### src/rtl/membus_pkg.sv
// Shared membus types for the two-master arbiter: widths, request bundle and owner tag.
package membus_pkg;

    localparam int MEM_DATA_WIDTH = 64;
    localparam int MEM_ADDR_WIDTH = 32;
    localparam int MEMBUS_WMASK_W = MEM_DATA_WIDTH / 8;

    typedef logic [MEM_ADDR_WIDTH-1:0] Addr;
    typedef logic [MEM_DATA_WIDTH-1:0] Data;
    typedef logic [MEMBUS_WMASK_W-1:0] WMask;

    typedef enum logic {
        OWNER_I = 1'b0,
        OWNER_D = 1'b1
    } Owner;

    typedef struct packed {
        Addr  addr;
        logic wen;
        Data  wdata;
        WMask wmask;
    } MembusReq;

    function automatic Owner other_owner(input Owner o);
        return (o == OWNER_D) ? OWNER_I : OWNER_D;
    endfunction

endpackage

### src/rtl/owner_fifo.sv
// One-bit-wide FIFO holding the owner of each accepted membus request until its response.
// Full is derived from the registered count only, so a pop never frees a slot in the same cycle.
module owner_fifo #(
    parameter int DEPTH = 2
) (
    input  logic clk,
    input  logic rst,
    input  logic push_i,
    input  logic pop_i,
    input  logic din_i,
    output logic dout_o,
    output logic full_o,
    output logic empty_o
);

    localparam int PTR_W = (DEPTH > 1) ? $clog2(DEPTH) : 1;
    localparam int CNT_W = $clog2(DEPTH + 1);

    logic [DEPTH-1:0] mem_q;
    logic [PTR_W-1:0] head_q, head_d;
    logic [PTR_W-1:0] tail_q, tail_d;
    logic [CNT_W-1:0] count_q, count_d;
    logic             do_push;
    logic             do_pop;

    function automatic logic [PTR_W-1:0] ptr_inc(input logic [PTR_W-1:0] p);
        return (p == PTR_W'(DEPTH - 1)) ? '0 : p + 1'b1;
    endfunction

    assign full_o  = (count_q == CNT_W'(DEPTH));
    assign empty_o = (count_q == '0);
    assign do_push = push_i && !full_o;
    assign do_pop  = pop_i && !empty_o;
    assign dout_o  = mem_q[head_q];

    always_comb begin
        head_d  = do_pop  ? ptr_inc(head_q) : head_q;
        tail_d  = do_push ? ptr_inc(tail_q) : tail_q;
        count_d = count_q + CNT_W'(do_push) - CNT_W'(do_pop);
    end

    always_ff @(posedge clk) begin
        if (rst) begin
            head_q  <= '0;
            tail_q  <= '0;
            count_q <= '0;
        end else begin
            head_q  <= head_d;
            tail_q  <= tail_d;
            count_q <= count_d;
        end
    end

    // Storage needs no reset: entries are only read between a push and its pop.
    always_ff @(posedge clk) begin
        if (do_push) begin
            mem_q[tail_q] <= din_i;
        end
    end

endmodule

### src/rtl/membus_arbiter.sv
// Two-master (instruction fetch / data) to one-slave membus arbiter with in-order response routing.
// Define MEMBUS_ARB_RR_EN for round-robin arbitration; default build uses fixed D-over-I priority.
module membus_arbiter
    import membus_pkg::*;
#(
    parameter int MAX_OUTSTANDING = 2
) (
    input  logic                      clk,
    input  logic                      rst,
    // instruction-fetch master
    input  logic                      i_membus_valid_i,
    output logic                      i_membus_ready_o,
    input  logic [MEM_ADDR_WIDTH-1:0] i_membus_addr_i,
    input  logic                      i_membus_wen_i,
    input  logic [MEM_DATA_WIDTH-1:0] i_membus_wdata_i,
    input  logic [MEMBUS_WMASK_W-1:0] i_membus_wmask_i,
    output logic                      i_membus_rvalid_o,
    output logic [MEM_DATA_WIDTH-1:0] i_membus_rdata_o,
    // data memory unit master
    input  logic                      d_membus_valid_i,
    output logic                      d_membus_ready_o,
    input  logic [MEM_ADDR_WIDTH-1:0] d_membus_addr_i,
    input  logic                      d_membus_wen_i,
    input  logic [MEM_DATA_WIDTH-1:0] d_membus_wdata_i,
    input  logic [MEMBUS_WMASK_W-1:0] d_membus_wmask_i,
    output logic                      d_membus_rvalid_o,
    output logic [MEM_DATA_WIDTH-1:0] d_membus_rdata_o,
    // shared memory port
    output logic                      membus_valid_o,
    input  logic                      membus_ready_i,
    output logic [MEM_ADDR_WIDTH-1:0] membus_addr_o,
    output logic                      membus_wen_o,
    output logic [MEM_DATA_WIDTH-1:0] membus_wdata_o,
    output logic [MEMBUS_WMASK_W-1:0] membus_wmask_o,
    input  logic                      membus_rvalid_i,
    input  logic [MEM_DATA_WIDTH-1:0] membus_rdata_i
);

    Owner     grant;
    Owner     lock_owner_q, lock_owner_d;
    Owner     head_owner;
    logic     lock_q, lock_d;
    logic     grant_valid;
    logic     fifo_full;
    logic     fifo_empty;
    logic     fifo_dout;
    logic     accept;
    logic     pop;
    MembusReq i_req;
    MembusReq d_req;
    MembusReq sel_req;

`ifdef MEMBUS_ARB_RR_EN
    Owner rr_last_q, rr_last_d;
`endif

    assign i_req = '{addr: i_membus_addr_i, wen: i_membus_wen_i,
                     wdata: i_membus_wdata_i, wmask: i_membus_wmask_i};
    assign d_req = '{addr: d_membus_addr_i, wen: d_membus_wen_i,
                     wdata: d_membus_wdata_i, wmask: d_membus_wmask_i};

    // A stalled request keeps the bus until its handshake so fields never switch mid-transfer.
    always_comb begin
        grant = OWNER_I;
        if (lock_q) begin
            grant = lock_owner_q;
        end
`ifdef MEMBUS_ARB_RR_EN
        else if (d_membus_valid_i && i_membus_valid_i) begin
            grant = other_owner(rr_last_q);
        end
`endif
        else if (d_membus_valid_i) begin
            grant = OWNER_D;
        end
    end

    assign sel_req     = (grant == OWNER_D) ? d_req : i_req;
    assign grant_valid = (grant == OWNER_D) ? d_membus_valid_i : i_membus_valid_i;

    assign membus_valid_o = !rst && grant_valid && !fifo_full;
    assign membus_addr_o  = sel_req.addr;
    assign membus_wen_o   = sel_req.wen;
    assign membus_wdata_o = sel_req.wdata;
    assign membus_wmask_o = sel_req.wmask;

    assign d_membus_ready_o = !rst && (grant == OWNER_D) && membus_ready_i && !fifo_full;
    assign i_membus_ready_o = !rst && (grant == OWNER_I) && membus_ready_i && !fifo_full;

    assign accept = membus_valid_o && membus_ready_i;

    // A response with nothing outstanding is dropped rather than forwarded.
    assign pop        = !rst && membus_rvalid_i && !fifo_empty;
    assign head_owner = Owner'(fifo_dout);

    assign d_membus_rvalid_o = pop && (head_owner == OWNER_D);
    assign i_membus_rvalid_o = pop && (head_owner == OWNER_I);
    assign d_membus_rdata_o  = membus_rdata_i;
    assign i_membus_rdata_o  = membus_rdata_i;

    owner_fifo #(
        .DEPTH (MAX_OUTSTANDING)
    ) u_owner_fifo (
        .clk     (clk),
        .rst     (rst),
        .push_i  (accept),
        .pop_i   (pop),
        .din_i   (grant == OWNER_D),
        .dout_o  (fifo_dout),
        .full_o  (fifo_full),
        .empty_o (fifo_empty)
    );

    always_comb begin
        lock_d       = membus_valid_o && !membus_ready_i;
        lock_owner_d = lock_owner_q;
        if (membus_valid_o && !membus_ready_i) begin
            lock_owner_d = grant;
        end
    end

    always_ff @(posedge clk) begin
        if (rst) begin
            lock_q       <= 1'b0;
            lock_owner_q <= OWNER_I;
        end else begin
            lock_q       <= lock_d;
            lock_owner_q <= lock_owner_d;
        end
    end

`ifdef MEMBUS_ARB_RR_EN
    always_comb begin
        rr_last_d = rr_last_q;
        if (accept) begin
            rr_last_d = grant;
        end
    end

    always_ff @(posedge clk) begin
        if (rst) begin
            rr_last_q <= OWNER_I;
        end else begin
            rr_last_q <= rr_last_d;
        end
    end
`endif

    // The memory must never answer when no request is outstanding.
    assert property (@(posedge clk) disable iff (rst) !(membus_rvalid_i && fifo_empty));

endmodule
### config.mk
export PLATFORM = sky130hd
export DESIGN_NAME = membus_arbiter
export DESIGN_NICKNAME = d
export VERILOG_FILES = /design/src/rtl/membus_pkg.sv /design/src/rtl/owner_fifo.sv /design/src/rtl/membus_arbiter.sv
export SDC_FILE = /design/constraint.sdc
export NUM_CORES = 1
export LEC_CHECK = 0
export ABC_AREA = 1
export CAP_MARGIN = 20
export CORE_AREA = 4 4 201 203
export DETAILED_ROUTE_END_ITERATION = 8
export DIE_AREA = 0 0 205 207
export SYNTH_ARGS = -nofsm -noshare
export SYNTH_HDL_FRONTEND = slang
export SYNTH_SLANG_ARGS = --single-unit
### constraint.sdc
create_clock -name clk -period 4.9 [get_ports clk]
set_clock_uncertainty 0.05 [all_clocks]
set_input_delay 0.735 -clock clk [delete_from_list [all_inputs] [get_ports clk]]
set_output_delay 0.735 -clock clk [all_outputs]
set_load 0.05 [all_outputs]
==> out/qor.yml <==
seqPwrFrac: 0.073
start_kind: "input pin"
power.switching_mw: 0.551
setup_tns_ns: 0
dr.pass1.iters: 4
layout-area-overhead-vs-synth_pct: 100
clockBufferDepth: 2
critPathArrivalTime_ns: 3.27
avgSynthCellArea_um2: 5.17
syn_nets: 809
hold-worst-slack_ns: 0.435
yosysMostFrequentCell: "nand2_1"
dominantRegCellSynth: "dfxtp_1"
fillers: 4466
syn_area_um2: 2730
reg2reg_setup_slack_ns: 3.24
core_area_um2: 38500
wl_per_cell_um: 11.9
die_h_um: 207
fin_crit_ns: 4.05
crit_type: "in -> out"
yosysWarnings: 0
ctsHoldBuffers: 0
initial_utilization: 0.0709
hpwl_um: 12600
syn_inst: 527
yosysTopAreaCell: "nand2_1"
overflow: 0
synth-seq-cells: 8
track_usage: 0.0594
root_buffer: "clkbuf_16"
hold_viol: 0
worst_slew_pin_slew_ns: 0.769
r2r-end: "u_owner_fifo.count_q[1]"
viasPerCell: 2.97
fmax_mhz: 247
io_pins: 518
synth-seq-area-share: 0.0661
final_area_um2: 5450
grt_pass1_wl_um: 19700
cts.sinks: 8
p_total_mw: 1.06
intPower_mw: 0.508
ys_types: 20
p_clk_frac: 0.132
postPlaceCellArea_um2: 5370
ir_drop_uv: 82.0
portBuffers: 325
min_path_cells: 2
critical_path_peak_fanout: 64
num_antenna_cells: 0
slew_violations: 0
chipWidth_um: 205
grt_max_degree: 65
ctsResizeCount: 0
setup_viol: 0
synth_common_cells: "321 x nand2_1, 131 x buf_4, 16 x inv_1"
cts_tree: "built"
drv_cap: 0
yosys-top-cells-area: "nand2_1 44%, buf_4 36%, dfxtp_1 4.4%, buf_2 2.4%, edfxtp_1 2.2%"
fin_nets: 994
rows: 72
antenna_found_initial: 2
synth_edf_count: 2
crit_path_end_kind: "output pin"
status: "finished clean"
first_global_vias: 3658
route.detailed.drc: 0
max_slew_margin: 0.487
p_per_area_nw_per_um2: 194
dieArea_um2: 42400
yosysTopAreaCellShare: 0.442
cp.required_ns: 4.12
switching_share: 0.520
fin_crit_sh: 0.827
num_vias: 3646
initialDrtViolationCount: 169
clock_latency_ns: 0.23
postCtsSetupBuffers: 0
postRouteAntennaNets: 0
wirelength_um: 14600
p_leak_nw: 2.55
power_frac_comb: 0.795
cts_htree_levels: 1
cts_made_buffers: 3
hold_start: "u_owner_fifo.head_q"
rr_worst_depth: 8
cts.reportedPaths.clkPinSlew_ns: 0.04
layout-drive-gt1-share: 0.122
hold_end: "u_owner_fifo.head_q"
hp-class: "reg -> reg"
r2r-start: "u_owner_fifo.count_q[0]"
rsz0062_at_grt: "false"
place_congestion: 0.758
postSynth.asyncResetShare: 0
-- state kept, by name, indices dropped and copies added (netlist names) --
register and count:
u_owner_fifo.mem_q 2, lock_owner_q 1, u_owner_fifo.count_q 2, u_owner_fifo.head_q 1
u_owner_fifo.tail_q 1, lock_q 1
-- stage by stage --
step,std cells,util,worst slack [ns]
2_1_floorplan,527,-,1.96
3_3_place_gp,1225,0.140,0.802
3_5_place_dp,1225,0.140,0.769
4_1_cts,1229,0.142,0.758
5_1_grt,1229,0.142,0.663
6_report,1229,0.142,0.847
-- layer usage --
metal | track usage | vias up | share of wire
li1 | - | 1802 | -
met1 | 0.0450 | 1471 | 0.29
met2 | 0.118 | 288 | 0.50
met3 | 0.0239 | 81 | 0.14
met4 | 0.0374 | 4 | 0.066
met5 | 0.0115 | - | 0.0050
-- worst max path at each step --
stage | startpoint | endpoint | slack, ns | cells after the start
after detailed placement | d_membus_valid_i | membus_wdata_o[23] | 0.77 | 7
after global routing | d_membus_valid_i | membus_addr_o[17] | 0.66 | 7
final | d_membus_valid_i | membus_addr_o[17] | 0.85 | 7
after floorplan | d_membus_valid_i | d_membus_ready_o | 1.96 | 5
after global placement | d_membus_valid_i | membus_wdata_o[52] | 0.80 | 7
after CTS | d_membus_valid_i | membus_wdata_o[23] | 0.76 | 7
-- layout make-up --
type                       count  area (um^2)  area share
multi-input combinational    351         1370       0.251
timing repair buffer         330         3110       0.570
tap                          518          648       0.119
inverter                      18         70.1      0.0128
clock buffer                   4         78.8      0.0145
sequential                     8          180      0.0330
-- layout by cell type (no fill, tap or decap), types with 2 or more instances in the layout --
cell type,count
nand2_1,321
clkdlybuf4s50_1,251
buf_4,79
inv_1,16
nor2_1,11
dfxtp_1,6
o21ai_0,5
nand3_1,3
clkbuf_16,3
nor3_1,2
a21oi_1,2
ha_1,2
edfxtp_1,2
-- cells by family after synthesis --
| logic type | after synthesis | synth area share |
|---|---|---|
| and+or+nand+nor | 341 | 0.477 |
| buffers and inverters | 168 | 0.431 |
| DFF | 8 | 0.0661 |
| AOI/OAI and AO/OA | 7 | 0.0128 |
| adders and majority gates | 2 | 0.00918 |
| xor gates and xnor gates | 1 | 0.00321 |
-- worst max-delay path, cell delays in order --
cell	delay, ns
clkdlybuf4s50_1	0.43
nand2_2	0.11
nand2_4	0.25
inv_4	0.66
nand2_1	0.11
nand2_1	0.09
clkdlybuf4s50_1	0.80
-- power by group through the flow --
stage	registers (mW)	clock network, mW	logic (mW)
final	0.0772	0.140	0.842
after global routing	0.0780	0.149	0.891
after CTS	0.0773	0.143	0.853
after detailed placement	0.0782	0	0.851
after global placement	0.0780	0	0.846
after floorplan	0.0774	0	0.764
Note: power is estimated with default switching activity, not from simulation.
==> patch: new RTL, same flow settings <==
Set the package constant `MEM_DATA_WIDTH` to 60 (it was 64).
--- a/src/rtl/membus_pkg.sv
+++ b/src/rtl/membus_pkg.sv
@@ -1,7 +1,7 @@
 // Shared membus types for the two-master arbiter: widths, request bundle and owner tag.
 package membus_pkg;
 
-    localparam int MEM_DATA_WIDTH = 64;
+    localparam int MEM_DATA_WIDTH = 60;
     localparam int MEM_ADDR_WIDTH = 32;
     localparam int MEMBUS_WMASK_W = MEM_DATA_WIDTH / 8;
 
Interface: changed (9 resized); port bits go from 518 to 491. The function was not compared with the original's and may differ.
==> patch against the original RTL <==
- critical path depth unchanged
- die area is the same
- total power decreased by 2.6%
- worst setup slack gained 0.13 ns
- sequential cell count unchanged
- wire length down 1.4%
- cell area fell by 1.4%
- clock power is 4% lower
- area after synthesis is 2.9% lower
- largest power group unchanged
==> patch: results (changes against the original RTL) <==
TOTAL_LEAKAGE_POWER_uW=0.00238  # was 0.00255 uW
GRT_ANTENNA_BEFORE_REPAIR=3  # was 2
RRSETUPSLACK_NS=3.16  # was 3.24 ns
CRITICAL_PATH_ARRIVAL_NS=3.14  # was 3.27 ns
FINAL_NET_COUNT=947  # was 994
FILLERINSTANCES=4479  # was 4466
SYNTH.NET_COUNT=772  # was 809
FIRST_PASS_GRT_WIRE_LENGTH_MM=19.3  # was 19.7 mm
PLACED_AREA_UM2=5300  # was 5370 um^2
SYN-MEAN-INSTANCE-AREA_UM2=5.25  # was 5.17 um^2
RUN_STATUS='complete, no violations'  # unchanged
SHARE_OF_CELLS_ABOVE_DRIVE_STRENGTH_1_PCT=3.55  # was 12.2%
WL_PER_CELL_UM=12.1  # was 11.9 um
PATH_MAX_FANOUT=96  # was 64
TIGHTEST_SLEW_NS=0.963  # was 0.769 ns
MET3_CAPACITY_USAGE_DURING_GLOBAL_ROUTING_PCT=3.00  # was 2.39%
DRTITER0DRC=73  # was 169
NCLKBUFFERS=3  # was 4
GRTUSAGEMET2_PCT=10.2  # was 11.8%
FINISH.CELL_COUNT_WITHOUT_FILLERS=1195  # was 1229
NETLIST_TOP_CELLS_AREA='sky130_fd_sc_hd__nand2_1 44%, sky130_fd_sc_hd__buf_4 36%, sky130_fd_sc_hd__dfxtp_1 4.5%'  # was sky130_fd_sc_hd__nand2_1 44%, sky130_fd_sc_hd__buf_4 36%, sky130_fd_sc_hd__dfxtp_1 4.4%
SEQ_SHARE_PCT=3.35  # was 3.30%
SIGNAL_BUFFER_AREA_FRACTION_PCT=57.5  # was 57.0%
NETLIST-CELL-TYPE-COUNT=19  # was 20
GRT_PASS1_VIAS=3498  # was 3658
DETAIL_ROUTE.WIRELENGTH.MET1_MM=4.74  # was 4.19 mm
CRITPATHCAPTURE='membus_wmask_o[5]'  # was membus_addr_o[17]
DPL.HPWL_MM=12.4  # was 12.6 mm
DP_SLACK_NS=0.919  # was 0.769 ns
FINAL.SIGNAL_BUFFER_COUNT=312  # was 330
POST_DRT_VIA_CELL_RATIO=2.91  # was 2.97
FRACTION_OF_STANDARD_CELL_AREA_IN_MULTI_INPUT_LOGIC_PCT=24.4  # was 25.1%
GP_ROUTABILITY_CONGESTION=0.782  # was 0.758
MULTIINPUTCOMBCELLCOUNT=336  # was 351
YOSYSSEQAREASHARE_PCT=6.81  # was 6.61%
FIN_HOLD_WS_NS=0.423  # was 0.435 ns
INTERNAL_POWER_uW=506  # was 508 uW
MAX-VDD-IR-DROP_V=0.000133  # was 0.0000820 V
[patch: cell types whose count changed in the layout (fill, tap and decap cells not counted), sizes merged]
cell and delta:
buf -61, clkdlybuf4s50 +43, nand2 -15, clkbuf -1
[patch: cells by family (layout without fill, tap and decap cells)]
| logic type | Yosys count | count (layout) | share of synthesized area, % |
|---|---|---|---|
| simple gates | 326 | 326 | 46.8 |
| buf+inv | 160 | 333 | 43.8 |
| flops | 8 | 8 | 6.81 |
| compound gates | 7 | 7 | 1.32 |
| fa+ha+maj | 2 | 2 | 0.945 |
| xor+xnor | 1 | 1 | 0.331 |
[patch: power by group through the flow]
stage / Combinational, uW / Clock, uW / Sequential (uW)
after global placement: 826 / 0 / 77.7
after floorplan: 732 / 0 / 77.3
after CTS: 831 / 139 / 76.9
after global routing: 869 / 142 / 77.9
final: 821 / 134 / 76.9
after detailed placement: 829 / 0 / 77.9
